## src/rtl/gray_step_pkg.sv

```systemverilog
// Shared types, Gray conversion helpers and default sizing
// for the Gray-code step controller.
package gray_step_pkg;

    localparam int GS_WIDTH_DEF  = 3;
    localparam int GS_DIV_DEF    = 4;
    localparam int GS_SETTLE_DEF = 2;
    localparam int GS_MAXW       = 16;

    typedef enum logic [1:0] {
        S_IDLE   = 2'd0,
        S_STEP   = 2'd1,
        S_SETTLE = 2'd2,
        S_DONE   = 2'd3
    } state_e;

    function automatic logic [GS_MAXW-1:0] bin2gray(
        input logic [GS_MAXW-1:0] b
    );
        return b ^ (b >> 1);
    endfunction

    function automatic logic [GS_MAXW-1:0] gray2bin(
        input logic [GS_MAXW-1:0] g
    );
        logic [GS_MAXW-1:0] b;
        b[GS_MAXW-1] = g[GS_MAXW-1];
        for (int i = GS_MAXW - 2; i >= 0; i--) begin
            b[i] = b[i+1] ^ g[i];
        end
        return b;
    endfunction

endpackage

```

## src/rtl/gray_step_core.sv

```systemverilog
// Binary up/down position counter with a Gray copy registered
// on the same edge, so q never shows an intermediate code.
module gray_step_core
    import gray_step_pkg::*;
#(
    parameter int WIDTH = GS_WIDTH_DEF
) (
    input  logic             i_clk,
    input  logic             i_rst_n,
    input  logic             i_step,
    input  logic             i_dir,
    output logic [WIDTH-1:0] o_pos,
    output logic [WIDTH-1:0] o_pos_adj,
    output logic [WIDTH-1:0] o_q
);

    localparam logic [WIDTH-1:0] ONE = WIDTH'(1);

    logic [WIDTH-1:0] r_pos;
    logic [WIDTH-1:0] r_q;
    logic [WIDTH-1:0] w_pos_adj;

    // Neighbour position, independent of i_step to keep the
    // controller's step decision free of combinational loops.
    assign w_pos_adj = i_dir ? (r_pos - ONE) : (r_pos + ONE);

    always_ff @(posedge i_clk or negedge i_rst_n) begin
        if (!i_rst_n) begin
            r_pos <= '0;
            r_q   <= '0;
        end else if (i_step) begin
            r_pos <= w_pos_adj;
            r_q   <= WIDTH'(bin2gray(GS_MAXW'(w_pos_adj)));
        end
    end

    assign o_pos     = r_pos;
    assign o_pos_adj = w_pos_adj;
    assign o_q       = r_q;

endmodule

```

## src/rtl/gray_step_controller.sv

```systemverilog
// Command FSM, step divider and settle timer for the Gray stepper.
// Define GRAY_STEP_SHORTEST_PATH_EN to allow downward moves.
module gray_step_controller
    import gray_step_pkg::*;
#(
    parameter int WIDTH  = GS_WIDTH_DEF,
    parameter int DIV    = GS_DIV_DEF,
    parameter int SETTLE = GS_SETTLE_DEF
) (
    input  logic             clk,
    input  logic             rst,
    input  logic             cmd_valid,
    output logic             cmd_ready,
    input  logic [WIDTH-1:0] cmd_target,
    input  logic             cmd_abort,
    output logic [WIDTH-1:0] q,
    output logic [WIDTH-1:0] pos,
    output logic             dir,
    output logic             busy,
    output logic             done
);

    localparam int DW = (DIV > 1) ? $clog2(DIV) : 1;
    localparam int SW = (SETTLE > 1) ? $clog2(SETTLE) : 1;
    localparam logic [DW-1:0] DIV_LAST = DW'(DIV - 1);
    localparam logic [SW-1:0] SET_LAST =
        SW'((SETTLE > 0) ? SETTLE - 1 : 0);

    state_e           r_state;
    state_e           w_state_nxt;
    logic [DW-1:0]    r_div;
    logic [SW-1:0]    r_set;
    logic [WIDTH-1:0] r_target;
    logic             r_dir;
    logic             r_busy;
    logic             r_done;

    logic             w_accept;
    logic             w_step;
    logic             w_dir_new;
    logic             w_div_last;
    logic             w_set_last;
    logic [WIDTH-1:0] w_pos;
    logic [WIDTH-1:0] w_pos_adj;
    logic [WIDTH-1:0] w_q;

`ifdef GRAY_STEP_SHORTEST_PATH_EN
    localparam logic [WIDTH:0] HALF = (WIDTH+1)'(1) << (WIDTH - 1);
    logic [WIDTH-1:0] w_up_dist;
    assign w_up_dist = cmd_target - w_pos;
    // Ties on the half-circle go up.
    assign w_dir_new = ({1'b0, w_up_dist} > HALF);
`else
    assign w_dir_new = 1'b0;
`endif

    assign w_div_last = (r_div == DIV_LAST);
    assign w_set_last = (r_set == SET_LAST);

    always_comb begin
        w_state_nxt = r_state;
        w_accept    = 1'b0;
        w_step      = 1'b0;
        unique case (r_state)
            S_IDLE: begin
                if (cmd_valid) begin
                    w_accept    = 1'b1;
                    w_state_nxt = (cmd_target == w_pos) ? S_DONE : S_STEP;
                end
            end
            S_STEP: begin
                if (cmd_abort) begin
                    w_state_nxt = S_IDLE;
                end else if (w_div_last) begin
                    w_step = 1'b1;
                    if (w_pos_adj == r_target) begin
                        w_state_nxt = (SETTLE == 0) ? S_DONE : S_SETTLE;
                    end
                end
            end
            S_SETTLE: begin
                if (cmd_abort) begin
                    w_state_nxt = S_IDLE;
                end else if (w_set_last) begin
                    w_state_nxt = S_DONE;
                end
            end
            S_DONE: begin
                w_state_nxt = S_IDLE;
            end
            default: begin
                w_state_nxt = S_IDLE;
            end
        endcase
    end

    always_ff @(posedge clk or negedge rst) begin
        if (!rst) begin
            r_state  <= S_IDLE;
            r_div    <= '0;
            r_set    <= '0;
            r_target <= '0;
            r_dir    <= 1'b0;
            r_busy   <= 1'b0;
            r_done   <= 1'b0;
        end else begin
            r_state <= w_state_nxt;
            r_busy  <= (w_state_nxt == S_STEP) ||
                       (w_state_nxt == S_SETTLE);
            r_done  <= (w_state_nxt == S_DONE);
            if (w_accept) begin
                r_target <= cmd_target;
                r_dir    <= w_dir_new;
            end
            if ((r_state == S_STEP) && !w_div_last) begin
                r_div <= r_div + DW'(1);
            end else begin
                r_div <= '0;
            end
            if (r_state == S_SETTLE) begin
                r_set <= r_set + SW'(1);
            end else begin
                r_set <= '0;
            end
        end
    end

    gray_step_core #(
        .WIDTH (WIDTH)
    ) u_core (
        .i_clk     (clk),
        .i_rst_n   (rst),
        .i_step    (w_step),
        .i_dir     (r_dir),
        .o_pos     (w_pos),
        .o_pos_adj (w_pos_adj),
        .o_q       (w_q)
    );

    assign cmd_ready = (r_state == S_IDLE);
    assign q         = w_q;
    assign pos       = w_pos;
    assign dir       = r_dir;
    assign busy      = r_busy;
    assign done      = r_done;

endmodule

```

## config.mk

```make
export PLATFORM = sky130hd
export DESIGN_NAME = gray_step_controller
export DESIGN_NICKNAME = d
export VERILOG_FILES = /design/src/rtl/gray_step_pkg.sv /design/src/rtl/gray_step_core.sv /design/src/rtl/gray_step_controller.sv
export SDC_FILE = /design/constraint.sdc
export NUM_CORES = 1
export LEC_CHECK = 0
export ABC_AREA = 1
export BUFFER_PORTS_ARGS = -buffer_cell sky130_fd_sc_hd__buf_4
export CAP_MARGIN = 20
export CORE_ASPECT_RATIO = 0.8
export CORE_MARGIN = 1
export CORE_UTILIZATION = 30
export DETAILED_ROUTE_END_ITERATION = 8
export MAX_ROUTING_LAYER = met4
export PLACE_DENSITY = 0.53
export SYNTH_ARGS = -nofsm -noshare
export SYNTH_HDL_FRONTEND = slang
export SYNTH_SLANG_ARGS = --single-unit
export TNS_END_PERCENT = 10
```

## constraint.sdc

```tcl
create_clock -name clk -period 2.3 [get_ports clk]
set_clock_uncertainty 0.15 [all_clocks]
set_input_delay 0.23 -clock clk [delete_from_list [all_inputs] [get_ports clk]]
set_output_delay 0.23 -clock clk [all_outputs]
set_load 0.005 [all_outputs]
```

# [Word level (Yosys, flattened, before mapping)]
# Cells that the tools add are included.
[word_totals] in_bits=7 output_inout_bits=10 regBits=16
[classes] n_reduce_logical=4 muxes=15 add_sub_neg=3 bitwise=1 n_eq_ne=9
[ops] op="$mux W2" n=8
[ops] op="$eq A2 B2 Y1 const B" n=5
[ops] op="$pmux W2 S4" n=1
[ops] op="$eq A3 B3 Y1" n=2
[ops] op="$mux W1" n=6
[ops] op="$eq A2 B1 Y1 const B" n=2
[ops] op="$add A3 B1 Y3 const B" n=1
[ops] op="$xor A3 B2 Y3" n=1
[ops] op="$add A2 B1 Y2 const B" n=1
[ops] op="$logic_not A2 Y1" n=1
[ops] op="$add A1 B1 Y1 const B" n=1
[ops] op="$logic_and A1 B1 Y1" n=1
[ops] op="$logic_not A1 Y1" n=1
[ops] op="$logic_or A1 B1 Y1" n=1

# [Logic depth before layout (Yosys ltp)]
[logic_depth] depth_word=8 ltp_mapped=9 depth_no_buf=9

# [Hierarchy]
# A second synthesis with hierarchy kept.
[unflattened] hier_cells=99 hier_area_um2=797.0
[by_module_without_submodules] mod="gray_step_controller" area_per_inst_um2=515.5 cells_per_inst=65 n_inst=1 seq_area_each_um2=250.2
[by_module_without_submodules] mod="gray_step_core" area_per_inst_um2=281.5 cells_per_inst=34 n_inst=1 seq_area_each_um2=125.1

# [Worst setup path before layout]
# No wires, ideal clock.
[synth_timing] path_kind="reg2reg" start="register u_core.r_pos[0], in the netlist u_core.o_pos[0]" end="register r_busy, in the netlist busy" t_required_ns=2.024 setup_slack_ns=0.493 period_less_slack_ns=1.807 t_arrival_ns=1.531 path_stages_with_launch=10 path_cell_list="dfrtp_1 -> ha_1 -> inv_2 -> nand2_1 -> nand3_2 -> nor2_2 -> nand2_1 -> nand2_1 -> nand3_1 -> ha_1"
[synth_between] elab_chain_len=8 word_cells_on_any_way=12 classes_between="add/sub (1); eq/ne (4); mux (6); reduce/logical (1)"
[synth_lines] element="from (decl)" line_no="gray_step_core.sv:19" source="logic [WIDTH-1:0] r_pos;"
[synth_lines] element="from (signal assigned)" line_no="gray_step_core.sv:32" source="r_pos <= w_pos_adj;"
[synth_lines] element="$add A3 B1 Y3 (*)" line_no="gray_step_core.sv:25" source="assign w_pos_adj = i_dir ? (r_pos - ONE) : (r_pos + ONE);"
[synth_lines] element="named net u_core.o_pos_adj[1]" line_no="gray_step_core.sv:13" source="output logic [WIDTH-1:0] o_pos_adj,"
[synth_lines] element="$eq A3 B3 Y1 (*)" line_no="gray_step_controller.sv:76" source="if (w_pos_adj == r_target) begin"
[synth_lines] element="$mux W2 (*)" line_no="gray_step_controller.sv:76"
[synth_lines] element="$mux W2 (*)" line_no="gray_step_controller.sv:74" source="end else if (w_div_last) begin"
[synth_lines] element="$mux W2 (*)" line_no="gray_step_controller.sv:72" source="if (cmd_abort) begin"
[synth_lines] element="$pmux W2 S4 (*)" line_no="gray_step_controller.sv:64" source="unique case (r_state)"
[synth_lines] element="named net w_state_nxt[0]" line_no="gray_step_controller.sv:30" source="state_e w_state_nxt;"
[synth_lines] element="$eq A2 B1 Y1 or $eq A2 B2 Y1 (tied branches)" line_no="gray_step_controller.sv:108, gray_step_controller.sv:109"
[synth_lines] element="$logic_or A1 B1 Y1 (*)" line_no="gray_step_controller.sv:108" source="r_busy <= (w_state_nxt == S_STEP) ||"
[synth_lines] element="to (signal assigned)" line_no="gray_step_controller.sv:108"
[synth_lines] element="to (decl)" line_no="gray_step_controller.sv:35" source="logic r_busy;"
# Mark *: on every way through the listed nets, which the timed path passes. The rest lies on a longest branch.
# A chain may end at the register's enable or synchronous reset.

# [Worst setup path in the final report]
# Ends and elaborated chain as after synthesis.

==> results.py <==
metrics = {
    "flow_run": {
        "maxCapViolations": 0,
    },
    "hold_path": {
        "whs_path_depth": 3,
        "min_to": "r_target[0]",
        "min_from": "cmd_target[0]",
        "hold_path_class": "in -> reg",
    },
    "floorplanning": {
        "floorplan.initialDensity": 0.334,
        "io_pins": 17,
        "core_sq_mm": 0.00227,
        "fp.dieArea_sq_mm": 0.00274,
        "chipHeight_microns": 47,
        "die_x_microns": 58.3,
        "fp-row-count": 15,
    },
    "grt": {
        "grt_max_degree": 16,
        "globalRouteOverflowTotal": 0,
        "grt_pass1_vias": 550,
        "antenna_found_initial": 0,
        "grt_pass1_wl_microns": 2370,
        "grtUsageTotal": 0.125,
    },
    "finish": {
        "layout-drive-gt1-share": 0.301,
        "instances_no_fill": 137,
        "syn_to_final_growth_pct": 23.2,
        "fin_area_sq_um": 936,
        "utilization": 0.412,
        "n_antenna_cell": 0,
        "final_nets": 114,
    },
    "synth": {
        "synth_top_cell_area_share": 0.494,
        "synth_flop_cell": "dfrtp_1",
        "yosys_warnings": 0,
        "synth_edf_count": 0,
        "synth_seq_cells": 15,
        "synthMuxAreaShare": 0,
        "synthSimpleGateAreaFrac": 0.272,
        "synth_compound_area_frac": 0.0362,
        "netlist_area_sq_um": 759,
        "synth_fa_ha_area_frac": 0.0494,
        "yosysTopAreaCell": "dfrtp_1",
        "seq_area_frac_synth": 0.494,
        "syn_inst": 85,
        "synth_area_leaders": "dfrtp_1 49%, nand2_1 11%, xnor2_1 5.8%, ha_1 4.9%, nand3_1 4.0%",
        "synth.distinct_cells": 21,
        "syn_nets": 95,
        "syn_avg_cell_area_sq_um": 8.94,
        "synth.most_common_cell": "nand2_1",
        "synth_top_family_by_area": "simple AND/OR/NAND/NOR gates",
        "synthArstFlopShare": 1.00,
        "synth-xor-area-share": 0.0692,
        "synth_common_cells": "22 x nand2_1, 15 x dfrtp_1, 6 x inv_2, 6 x nand3_1",
    },
    "cts": {
        "cts_buffers": 3,
        "path_clk_slew_ps": 80,
        "cts_resized": 0,
        "cts_tree": "done",
        "htree_levels": 1,
        "clkSinkCount": 15,
        "root_buffer": "clkbuf_4",
        "insertion_delay_ps": 290,
        "clockBufferDepth": 2,
    },
    "worst_setup_path": {
        "crit_chain": "ha_1 -> inv_2 -> nand2_1 -> nand3_2 -> nor2_2 -> nand2_1 -> nand2_1 -> nand3_1 -> ha_1",
        "crit_path_start_kind": "flip-flop",
        "path_delay_family": "adder cells",
        "cpPeakStageDelay_ps": 480,
        "slowest_stage": "dfrtp_1",
        "end_kind": "flip-flop",
        "rrSetupSlack_ps": 400,
        "path_buf_inv": 1,
        "cp.required_ps": 2320,
        "timing.rr.start": "u_core.o_pos[0]",
        "reg2reg_to": "busy",
        "crit_top_cell": "nand2_1",
        "worst_r2r_path_depth": 9,
        "crit_arrival_ps": 1930,
        "critical_path_class": "reg -> reg",
        "crit_path_max_fanout": 6,
    },
    "route": {
        "remaining_drc_errors": 0,
        "routed_wl_microns": 1440,
        "avgViaCountPerCell": 4.18,
        "ant_nets": 0,
        "wl_per_cell_microns": 10.5,
        "drt-initial-drc-count": 8,
        "vias": 572,
        "dr.pass1.iters": 4,
    },
    "timing": {
        "drv_slew": 0,
        "hold_viol_final": 0,
        "fin_tns_setup_ps": 0,
        "timing.hold.ws_ps": 13.1,
        "fin_crit_sh": 0.828,
        "clock.fmax_mhz": 525,
        "setup_viol": 0,
        "fin_crit_ps": 1900,
        "rsz0062_at_grt": "false",
    },
    "run_status": {
        "status": "complete, no violations",
    },
    "power_and_ir_drop": {
        "netSwitchingPower_uw": 399,
        "power.leakage_nw": 0.477,
        "p_seq_frac": 0.421,
        "powerDensity_mw_per_mm2": 1110,
        "ir_worst_vdd_v": 0.000575,
        "combinationalPowerShare": 0.432,
        "swShare": 0.383,
        "internal-power_uw": 644,
        "clkPwrFrac": 0.146,
    },
    "placement": {
        "globalplace.congestion": 0.809,
        "dpl.cell_count": 132,
        "port_buffers": 15,
        "place_area_sq_um": 900,
        "post-dp-hpwl_microns": 1120,
    },
}
sequential cells by signal (all words and copies together), names as in the netlist:
register      cells
r_div             2
r_target          3
done              1
r_state           2
u_core.o_pos      2
busy              1
u_core.o_q        3
r_set             1
kinds of logic after synthesis:
kind of cell / after synthesis
compound gates: 5
xor+xnor: 6
fa+ha+maj: 3
buf+inv: 13
flops: 15
other cells: 1
simple gates: 42
stage by stage:
| stage | total power [mW] | setup WS [ps] |
|---|---|---|
| 2_1_floorplan | 0.735 | 493 |
| 3_3_place_gp | 0.897 | 448 |
| 3_5_place_dp | 0.903 | 390 |
| 4_1_cts | 1.06 | 371 |
| 5_1_grt | 1.14 | 267 |
| 6_report | 1.04 | 396 |
per-layer routing:
layer | wire (microns) | part of all wire | global-route usage | vias to the layer above
li1 | - | - | - | 300
met1 | 748 | 0.52 | 0.169 | 251
met2 | 598 | 0.41 | 0.182 | 19
met3 | 87 | 0.060 | 0.0413 | 2
met4 | 8 | 0.0055 | 0.0286 | 0
met5 | 0 | 0 | - | -
tightest hold or removal path, delay by kind of cell:
kind	cells	cell delay (ps)
buffers and inverters	1	90
and+or+nand+nor	2	90
worst max path at each step:
stage | start | endpoint | slack, ps | cells after the start
global placement | u_core.o_pos[0] | busy | 450 | 9
CTS | u_core.o_pos[0] | busy | 370 | 9
floorplan | u_core.o_pos[0] | busy | 490 | 9
finish | u_core.o_pos[0] | busy | 400 | 9
detailed placement | u_core.o_pos[0] | busy | 390 | 9
global route | u_core.o_pos[0] | busy | 270 | 9
power by group through the flow:
stage          Sequential (mW)  Combinational (mW)  Clock [mW]
2_1_floorplan            0.437               0.299           0
3_3_place_gp             0.443               0.454           0
3_5_place_dp             0.446               0.457           0
4_1_cts                  0.442               0.461       0.159
5_1_grt                  0.452               0.520       0.173
6_report                 0.439               0.451       0.153
repair_timing:
action,CTS,global route
endpoints found under the setup margin,0,0
hold buffers,1,0
buffers inserted,0,0
hold endpoints to repair,15,0
layout make-up:
| type | count | area [sq um] |
|---|---|---|
| Inverter | 11 | 41.3 |
| Tap cell | 34 | 42.5 |
| Fill cell | 249 | 1340 |
| Sequential cell | 15 | 375 |
| Clock buffer | 4 | 26.3 |
| Timing Repair Buffer | 16 | 123 |
| Multi-Input combinational cell | 57 | 328 |
cells in the final DEF, fill, tap and decap left out, drive strengths merged:
cell type    synthesis  final
buf                  2     15
clkbuf               0      4
conb                 1      1
dfrtp               15     15
dlygate4sd3          0      1
ha                   3      3
inv                 11     11
nand2               24     24
nand3                7      7
nand3b               2      2
nand4                1      1
nor2                 6      6
nor3                 1      1
nor3b                1      1
o21ai                4      4
o21bai               1      1
xnor2                5      5
xor2                 1      1
Power figures use the tool's default switching activity.
